**src/rtl/div_stall_unit_pkg.sv**
```systemverilog
// Shared defines for the multi-cycle divider: state encodings, stall-bus
// constants and an operand-magnitude helper.
package div_stall_unit_pkg;

    localparam int unsigned StallBusW = 6;
    localparam int unsigned DivW      = 32;

    localparam logic Stop              = 1'b1;
    localparam logic NoStop            = 1'b0;
    localparam logic DivResultReady    = 1'b1;
    localparam logic DivResultNotReady = 1'b0;

    typedef enum logic [1:0] {
        DIV_IDLE    = 2'b00,
        DIV_ON      = 2'b01,
        DIV_DIVZERO = 2'b10,
        DIV_END     = 2'b11
    } div_state_e;

    // Two's-complement magnitude when signed and negative; 0x80000000 maps to itself.
    function automatic logic [DivW-1:0] mag(input logic is_signed, input logic [DivW-1:0] v);
        return (is_signed && v[DivW-1]) ? (~v + 1'b1) : v;
    endfunction

endpackage

```
**src/rtl/div_stall_unit_div_step.sv**
```systemverilog
// One restoring shift-subtract step: shifts the next dividend bit into the
// partial remainder, subtracts the divisor if it fits, and yields one quotient bit.
module div_step
    import div_stall_unit_pkg::*;
(
    input  logic [DivW-1:0] rem_i,
    input  logic            bit_i,
    input  logic [DivW-1:0] divisor_i,
    output logic [DivW-1:0] rem_o,
    output logic            q_o
);

    logic [DivW-1:0] low;

    // The 33-bit partial is {rem_i[31], low}; a set top bit always exceeds the
    // divisor, and the true difference then fits in 32 bits, so wrap is exact.
    assign low   = {rem_i[DivW-2:0], bit_i};
    assign q_o   = rem_i[DivW-1] | (low >= divisor_i);
    assign rem_o = q_o ? (low - divisor_i) : low;

endmodule

```
**src/rtl/div_stall_unit.sv**
```systemverilog
// Multi-cycle 32-bit DIV/DIVU unit that stalls the pipeline while it iterates
// and presents quotient/remainder for a single END cycle.
module div_stall_unit
    import div_stall_unit_pkg::*;
(
    input  logic            clk,
    input  logic            rst,
    input  logic            start,
    input  logic            signed_div,
    input  logic [DivW-1:0] dividend,
    input  logic [DivW-1:0] divisor,
    input  logic            annul,
    output logic            stallreq,
    output logic            ready,
    output logic [DivW-1:0] quot,
    output logic [DivW-1:0] rem
);

    div_state_e      state_q, state_d;
    logic [5:0]      cnt_q, cnt_d;
    logic [DivW-1:0] dvd_q, dvd_d;
    logic [DivW-1:0] rem_q, rem_d;
    logic [DivW-1:0] dvs_q, dvs_d;
    logic            qneg_q, qneg_d;
    logic            rneg_q, rneg_d;

    logic [DivW-1:0] step_rem;
    logic            step_q;

    div_step u_step (
        .rem_i     (rem_q),
        .bit_i     (dvd_q[DivW-1]),
        .divisor_i (dvs_q),
        .rem_o     (step_rem),
        .q_o       (step_q)
    );

    always_ff @(posedge clk) begin
        if (rst) begin
            state_q <= DIV_IDLE;
            cnt_q   <= '0;
            dvd_q   <= '0;
            rem_q   <= '0;
            dvs_q   <= '0;
            qneg_q  <= 1'b0;
            rneg_q  <= 1'b0;
        end else begin
            state_q <= state_d;
            cnt_q   <= cnt_d;
            dvd_q   <= dvd_d;
            rem_q   <= rem_d;
            dvs_q   <= dvs_d;
            qneg_q  <= qneg_d;
            rneg_q  <= rneg_d;
        end
    end

    always_comb begin
        state_d  = state_q;
        cnt_d    = cnt_q;
        dvd_d    = dvd_q;
        rem_d    = rem_q;
        dvs_d    = dvs_q;
        qneg_d   = qneg_q;
        rneg_d   = rneg_q;
        stallreq = NoStop;

        case (state_q)
            DIV_IDLE: begin
                if (start) begin
                    stallreq = Stop;
                    cnt_d    = '0;
                    rem_d    = '0;
                    if (divisor != '0) begin
                        state_d = DIV_ON;
                        dvd_d   = mag(signed_div, dividend);
                        dvs_d   = mag(signed_div, divisor);
                        qneg_d  = signed_div & (dividend[DivW-1] ^ divisor[DivW-1]);
                        rneg_d  = signed_div & dividend[DivW-1];
                    end else begin
                        state_d = DIV_DIVZERO;
                        dvd_d   = '0;
                        qneg_d  = 1'b0;
                        rneg_d  = 1'b0;
                    end
                end
            end
            DIV_ON: begin
                stallreq = Stop;
                // Dividend register doubles as the quotient shift register.
                dvd_d    = {dvd_q[DivW-2:0], step_q};
                rem_d    = step_rem;
                cnt_d    = cnt_q + 6'd1;
                if (cnt_q == 6'd31) begin
                    state_d = DIV_END;
                end
            end
            DIV_DIVZERO: begin
                stallreq = Stop;
                state_d  = DIV_END;
            end
            DIV_END: begin
                state_d = DIV_IDLE;
            end
            default: begin
                state_d = DIV_IDLE;
            end
        endcase

        if (annul || rst) begin
            state_d  = DIV_IDLE;
            stallreq = NoStop;
        end
    end

    assign ready = (!rst && !annul && state_q == DIV_END) ? DivResultReady : DivResultNotReady;
    assign quot  = ready ? (qneg_q ? (~dvd_q + 1'b1) : dvd_q) : '0;
    assign rem   = ready ? (rneg_q ? (~rem_q + 1'b1) : rem_q) : '0;

endmodule

```
**config.mk**
```make
export PLATFORM = sky130hd
export DESIGN_NAME = div_stall_unit
export DESIGN_NICKNAME = d
export VERILOG_FILES = /design/src/rtl/div_stall_unit_pkg.sv /design/src/rtl/div_stall_unit_div_step.sv /design/src/rtl/div_stall_unit.sv
export SDC_FILE = /design/constraint.sdc
export NUM_CORES = 1
export LEC_CHECK = 0
export CAP_MARGIN = 5
export CORE_UTILIZATION = 57
export CTS_BUF_LIST = sky130_fd_sc_hd__clkbuf_4
export DETAILED_ROUTE_END_ITERATION = 10
export PLACE_DENSITY = 0.94
export SLEW_MARGIN = 5
export SYNTH_ARGS = -nofsm -noshare
export SYNTH_HDL_FRONTEND = slang
export SYNTH_SLANG_ARGS = --single-unit
```
**constraint.sdc**
```tcl
create_clock -name clk -period 4.4 [get_ports clk]
set_input_delay 1.1 -clock clk [delete_from_list [all_inputs] [get_ports clk]]
set_output_delay 1.1 -clock clk [all_outputs]
set_load 0.05 [all_outputs]
```
Word level (Yosys, flattened, before mapping)
Index checks and enable logic that the tools add are counted.
{ "word_totals": {"reg_bits": 106, "word_cells": 68} }
{ "op_classes": {"n_addsub": 6, "magnitude_cmp": 1, "n_eq_ne": 6, "muxes": 24, "bitwise_logic": 8, "n_reduce_logical": 16} }
{ "op_table": {"columns": ["operator", "count"], "rows": [
  ["two-way mux 32 bit", 10],
  ["adder 32 x 1 -> 32 bit, second input constant", 4],
  ["inverter 32 bit", 4],
  ["one-hot mux 32 bit (2 select lines)", 2],
  [">= comparator 32 bit", 1],
  ["nonzero test 32 bit", 1],
  ["subtractor 32 bit", 1],
  ["one-hot mux 6 bit (2 select lines)", 1],
  ["one-hot mux 2 bit (4 select lines)", 1],
  ["adder 6 x 1 -> 6 bit, second input constant", 1],
  ["equality test 6 x 5 -> 1 bit, second input constant", 1],
  ["two-way mux 2 bit", 3],
  ["two-way mux 6 bit", 1],
  ["AND reduction 2 bit", 3],
  ["two-way mux 1 bit", 5],
  ["equality test 2 bit, second input constant", 2],
  ["logical AND 1 bit", 4],
  ["!= test 2 bit, second input constant", 2],
  ["OR reduction 2 bit", 2],
  ["AND reduction 3 bit", 1],
  ["bitwise AND 1 bit", 2],
  ["equality test 2 x 1 -> 1 bit, second input constant", 1],
  ["logical NOT 1 bit", 2],
  ["logical NOT 2 bit", 1],
  ["5 further kinds", 5]
]} }

Depth between registers and ports, before layout
Gate-level depths: netlist (run 1).
{ "depth": {"depth_word": 6, "ltp_mapped": 13, "ltp_nobuf": 12} }

Cells and area by module
From an unflattened synthesis (run 1), not the netlist that was laid out.
{ "unflattened": {"cells_unflattened": 1274, "hier_area_um2": 9486.6} }
{ "by_module_without_submodules": {"columns": ["module", "n_inst", "cells_each", "area_each_um2"], "rows": [
  ["div_stall_unit", 1, 898, 7075.5],
  ["div_step", 1, 376, 2411.1]
]} }

Worst setup path after synthesis (run 1)
OpenSTA, ideal clock, no wires.
{ "synth_timing": {"path_kind": "register to output", "start": "register rem_q[6]", "end": "output rem[28]", "arrival_ps": 3036, "t_required_ps": 3300, "path_slack_ps": 264, "stages_incl_launch_ff": 8, "path_buffers": 0, "path_cell_list": "dfxtp_1 or4_4 or4_1 or3_4 or3_4 o41ai_2 xor2_1 nor2_1"} }
{ "synth_between": {"elab_chain_len": 4} }
{ "synth_lines": {"columns": ["element", "line", "source"], "rows": [
  ["from (decl)", "div_stall_unit.sv:22", "logic [DivW-1:0] rem_q, rem_d;"],
  ["from (signal assigned)", "div_stall_unit.sv:51", "rem_q <= rem_d;"],
  ["inverter 32 bit", "div_stall_unit.sv:118", "assign rem = ready ? (rneg_q ? (~rem_q + 1'b1) : rem_q) : '0;"],
  ["adder 32 x 1 -> 32 bit", "div_stall_unit.sv:118", null],
  ["two-way mux 32 bit (2 in series)", "div_stall_unit.sv:118", null],
  ["to (decl)", "div_stall_unit.sv:16", "output logic [DivW-1:0] rem"]
]} }
Every way passes these cells.

Final worst setup path (run 1)
{ "layout_timing": {"start": "register rem_q[6]", "end": "output rem[29]"} }
Same word-level chain as after synthesis.

==> results of run 1 <==
==> cells in the final DEF (no fill, tap or decap), types with 31 or more instances in the layout <==
master / instances
a211oi_1: 34
a21oi_1: 63
buf_12: 36
buf_4: 64
clkdlybuf4s50_1: 68
dfxtp_1: 97
ha_1: 39
inv_1: 53
nand2_1: 100
nand3_1: 31
nor2_1: 180
nor3_1: 37
o21ai_0: 36
o21ai_1: 42
xnor2_1: 49
xor2_1: 94
==> final timing paths <==
path                   from  slack [ns]         to
setup reg to reg  dvd_q[31]        0.76  rem_q[30]
hold / removal     dvs_q[9]        0.51   dvs_q[9]
setup / recovery   rem_q[6]       -0.04    rem[29]
hold reg to reg    dvs_q[9]        0.51   dvs_q[9]
==> critical path: stages, from the launching register on <==
cell and delay, ns:
dfxtp_4 0.37, or4_4 0.55, nor4_2 0.14, nand3_1 0.14, or2_4 0.27, or3_4 0.36, or3_4 0.38, o31ai_4 0.18
xor2_1 0.21, nor2_2 0.07, buf_12 0.16
==> flip-flops by register name, summed over array words and instances (netlist names) <==
signal,cells
rem_q,32
dvd_q,32
dvs_q,32
cnt_q,6
qneg_q,1
rneg_q,1
state_q,2
==> what timing repair did <==
action / 4_1_cts / 5_1_grt
hold buffers: 0 / 0
buffers inserted: 6 / 4
pin swaps: 6 / 6
endpoints found under the setup margin: 13 / 18
cloned: 0 / 0
resized for setup: 20 / 14
==> cell type report <==
| cell class | count | area (µm²) | share of cell area |
|---|---|---|---|
| Clock buffer | 10 | 75.1 | 0.00681 |
| Timing Repair Buffer | 169 | 1890 | 0.171 |
| Inverter | 54 | 203 | 0.0184 |
| Clock inverter | 4 | 45.0 | 0.00409 |
| Multi-Input combinational cell | 979 | 6430 | 0.584 |
| Sequential cell | 106 | 2140 | 0.195 |
| Tap cell | 188 | 235 | 0.0213 |
==> stage by stage <==
step / util / instance area (µm²) / total power [mW] / setup slack, ns / hold WS (ns)
global route: 0.725 / 11000 / 2.55 / -0.125 / 0.531
finish: 0.725 / 11000 / 2.44 / -0.0359 / 0.508
CTS: 0.719 / 10900 / 2.39 / -0.0642 / 0.505
global placement: 0.704 / 10700 / 1.88 / 0.303 / 0.469
detailed placement: 0.704 / 10700 / 1.91 / 0.172 / 0.486
floorplan: - / 8910 / 1.65 / 0.264 / 0.455
==> metal layers <==
| metal | GRT usage | vias up |
|---|---|---|
| met1 | 0.429 | 4459 |
| met2 | 0.544 | 524 |
| met3 | 0.0532 | 82 |
| li1 | - | 4552 |
| met4 | 0.143 | 0 |
| met5 | 0 | - |
==> power by group through the flow <==
| stage | sequential (mW) | combinational [mW] | clock, mW |
|---|---|---|---|
| floorplan | 1.10 | 0.547 | 0 |
| finish | 1.11 | 0.819 | 0.507 |
| CTS | 1.11 | 0.788 | 0.500 |
| global placement | 1.12 | 0.760 | 0 |
| detailed placement | 1.13 | 0.780 | 0 |
| global route | 1.12 | 0.888 | 0.539 |
==> cells by family after synthesis <==
| kind of cell | synth area share |
|---|---|
| buffers and inverters | 0.0534 |
| adders and majority gates | 0.0584 |
| xor gates and xnor gates | 0.141 |
| AOI/OAI and AO/OA | 0.246 |
| muxes | 0.0263 |
| and+or+nand+nor | 0.238 |
| DFF | 0.238 |
==> synth_stat cells (12+ instances only) <==
| library cell | number |
|---|---|
| a221oi_1 | 20 |
| o31ai_1 | 25 |
| nor2_1 | 186 |
| xor2_1 | 94 |
| dfxtp_1 | 106 |
| o41ai_1 | 13 |
| a21o_1 | 14 |
| nor4_1 | 13 |
| nand3_1 | 31 |
| a21oi_1 | 63 |
| a211oi_1 | 34 |
| or3_1 | 13 |
| xnor2_1 | 49 |
| nor3_1 | 37 |
| o21ai_0 | 36 |
| ha_1 | 40 |
| inv_1 | 54 |
| mux2i_1 | 20 |
| nand2b_1 | 12 |
| a31oi_1 | 12 |
| nand2_1 | 102 |
| clkbuf_1 | 62 |
| o21ai_1 | 43 |
==> impl_metrics.env, run 1 <==
export IMPL_grt_overflow=0
export IMPL_avgRoutedWirePerCell_um=17.7
export IMPL_final_nets=1429
export IMPL_num_rows=45
export IMPL_insertion_delay_ns=0.50
export IMPL_synth_seq_cells=106
export IMPL_cts_max_path_buffers=2
export IMPL_track_usage=0.330
export IMPL_htree_num_levels=3
export IMPL_antennaDiodeCount=0
export IMPL_synth_area_leader_cell="dfxtp_1"
export IMPL_seqPwrFrac=0.456
export IMPL_vias=9617
export IMPL_netlist_area_leader_share=0.238
export IMPL_fmax_mhz=225
export IMPL_initial_utilization=0.586
export IMPL_ir_drop_mv=0.177
export IMPL_hold_path_class="reg -> reg"
export IMPL_syn_area_um2=8910
export IMPL_leakage_nw=4.29
export IMPL_p_switching_mw=0.905
export IMPL_cts_tree="done"
export IMPL_pwr_share_clk=0.208
export IMPL_drive_gt1_frac=0.122
export IMPL_die_y_um=127
export IMPL_dpl_hpwl_um=20100
export IMPL_drtAntennaViolNets=0
export IMPL_clk_pin_slew_ns=0.16
export IMPL_met1_length_um=11000
export IMPL_tns_ns=-0.0625
export IMPL_core_um2=15200
export IMPL_ys_flop_type="dfxtp_1"
export IMPL_dp_cells=1486
export IMPL_cts_sinks=106
export IMPL_violations="negative setup slack"
export IMPL_seq_area_frac_synth=0.238
export IMPL_highest_signal_layer="met4"
export IMPL_cp_arrival_ns=3.34
export IMPL_setup_ws_ns=-0.0359
export IMPL_async_reset_ff_frac=0
export IMPL_drc_errors=0
export IMPL_wl_met3_um=2340
export IMPL_die_width_um=127
export IMPL_relSlewSlack=0.162
export IMPL_crit_type="reg -> out"
export IMPL_holdPathStages=2
export IMPL_timing_max_cap_violations=0
export IMPL_io_buffers=134
export IMPL_dr_pass1_iters=8
export IMPL_crit_fanout=4
export IMPL_internal_power_mw=1.53
export IMPL_grt_max_degree=77
export IMPL_switching_share=0.371
export IMPL_cts_buffers=9
export IMPL_dieArea_um2=16100
export IMPL_hold_viol_final=0
export IMPL_crit_path_end_kind="primary output"
export IMPL_grt_pass1_wl_um=43100
export IMPL_grt_pass1_vias=8958
export IMPL_crit_required_ns=3.30
export IMPL_outcome="finished, violations left"
export IMPL_start_kind="flip-flop"
export IMPL_pin_count=135
export IMPL_drt_iter0_drc=915
export IMPL_syn_num_nets=1319
export IMPL_grt_antenna_before_repair=0
export IMPL_syn_inst=1209
export IMPL_yosys_top_cells_area="dfxtp_1 24%, xor2_1 9.2%, nor2_1 7.8%"
export IMPL_p_per_area_nw_per_um2=221
export IMPL_ys_types=69
export IMPL_rsz0062_at_grt="true"
export IMPL_final_setup_skew_ns=0.0134
export IMPL_pwr_share_comb=0.336
export IMPL_yosysWarnings=0
export IMPL_setup_viol=4
export IMPL_instances_no_fill=1510
export IMPL_synth_edff_count=0
export IMPL_gp_congestion=0.981
export IMPL_period_needed_ns=4.44
export IMPL_slew_violations=0
export IMPL_avgViaCountPerCell=6.37
export IMPL_synth_avg_cell_area_um2=7.37
export IMPL_worst_pin_slew_ns=1.26
export IMPL_wl_um=26800
export IMPL_wl_met2_um=12700
export IMPL_fin_crit_sh=1.01
export IMPL_clockRootBuffer="clkbuf_4"
export IMPL_n_fill_cell=1143
export IMPL_area_growth_pct=23.7
export IMPL_r2r_cells=12
Note: power is estimated with default switching activity, not from simulation.
==> inputs of run 2 (changes only) <==
- CAP_MARGIN: 5 -> 0
==> results of run 2 <==
The final DEF is identical to that of run 1; final timing and power are the same.
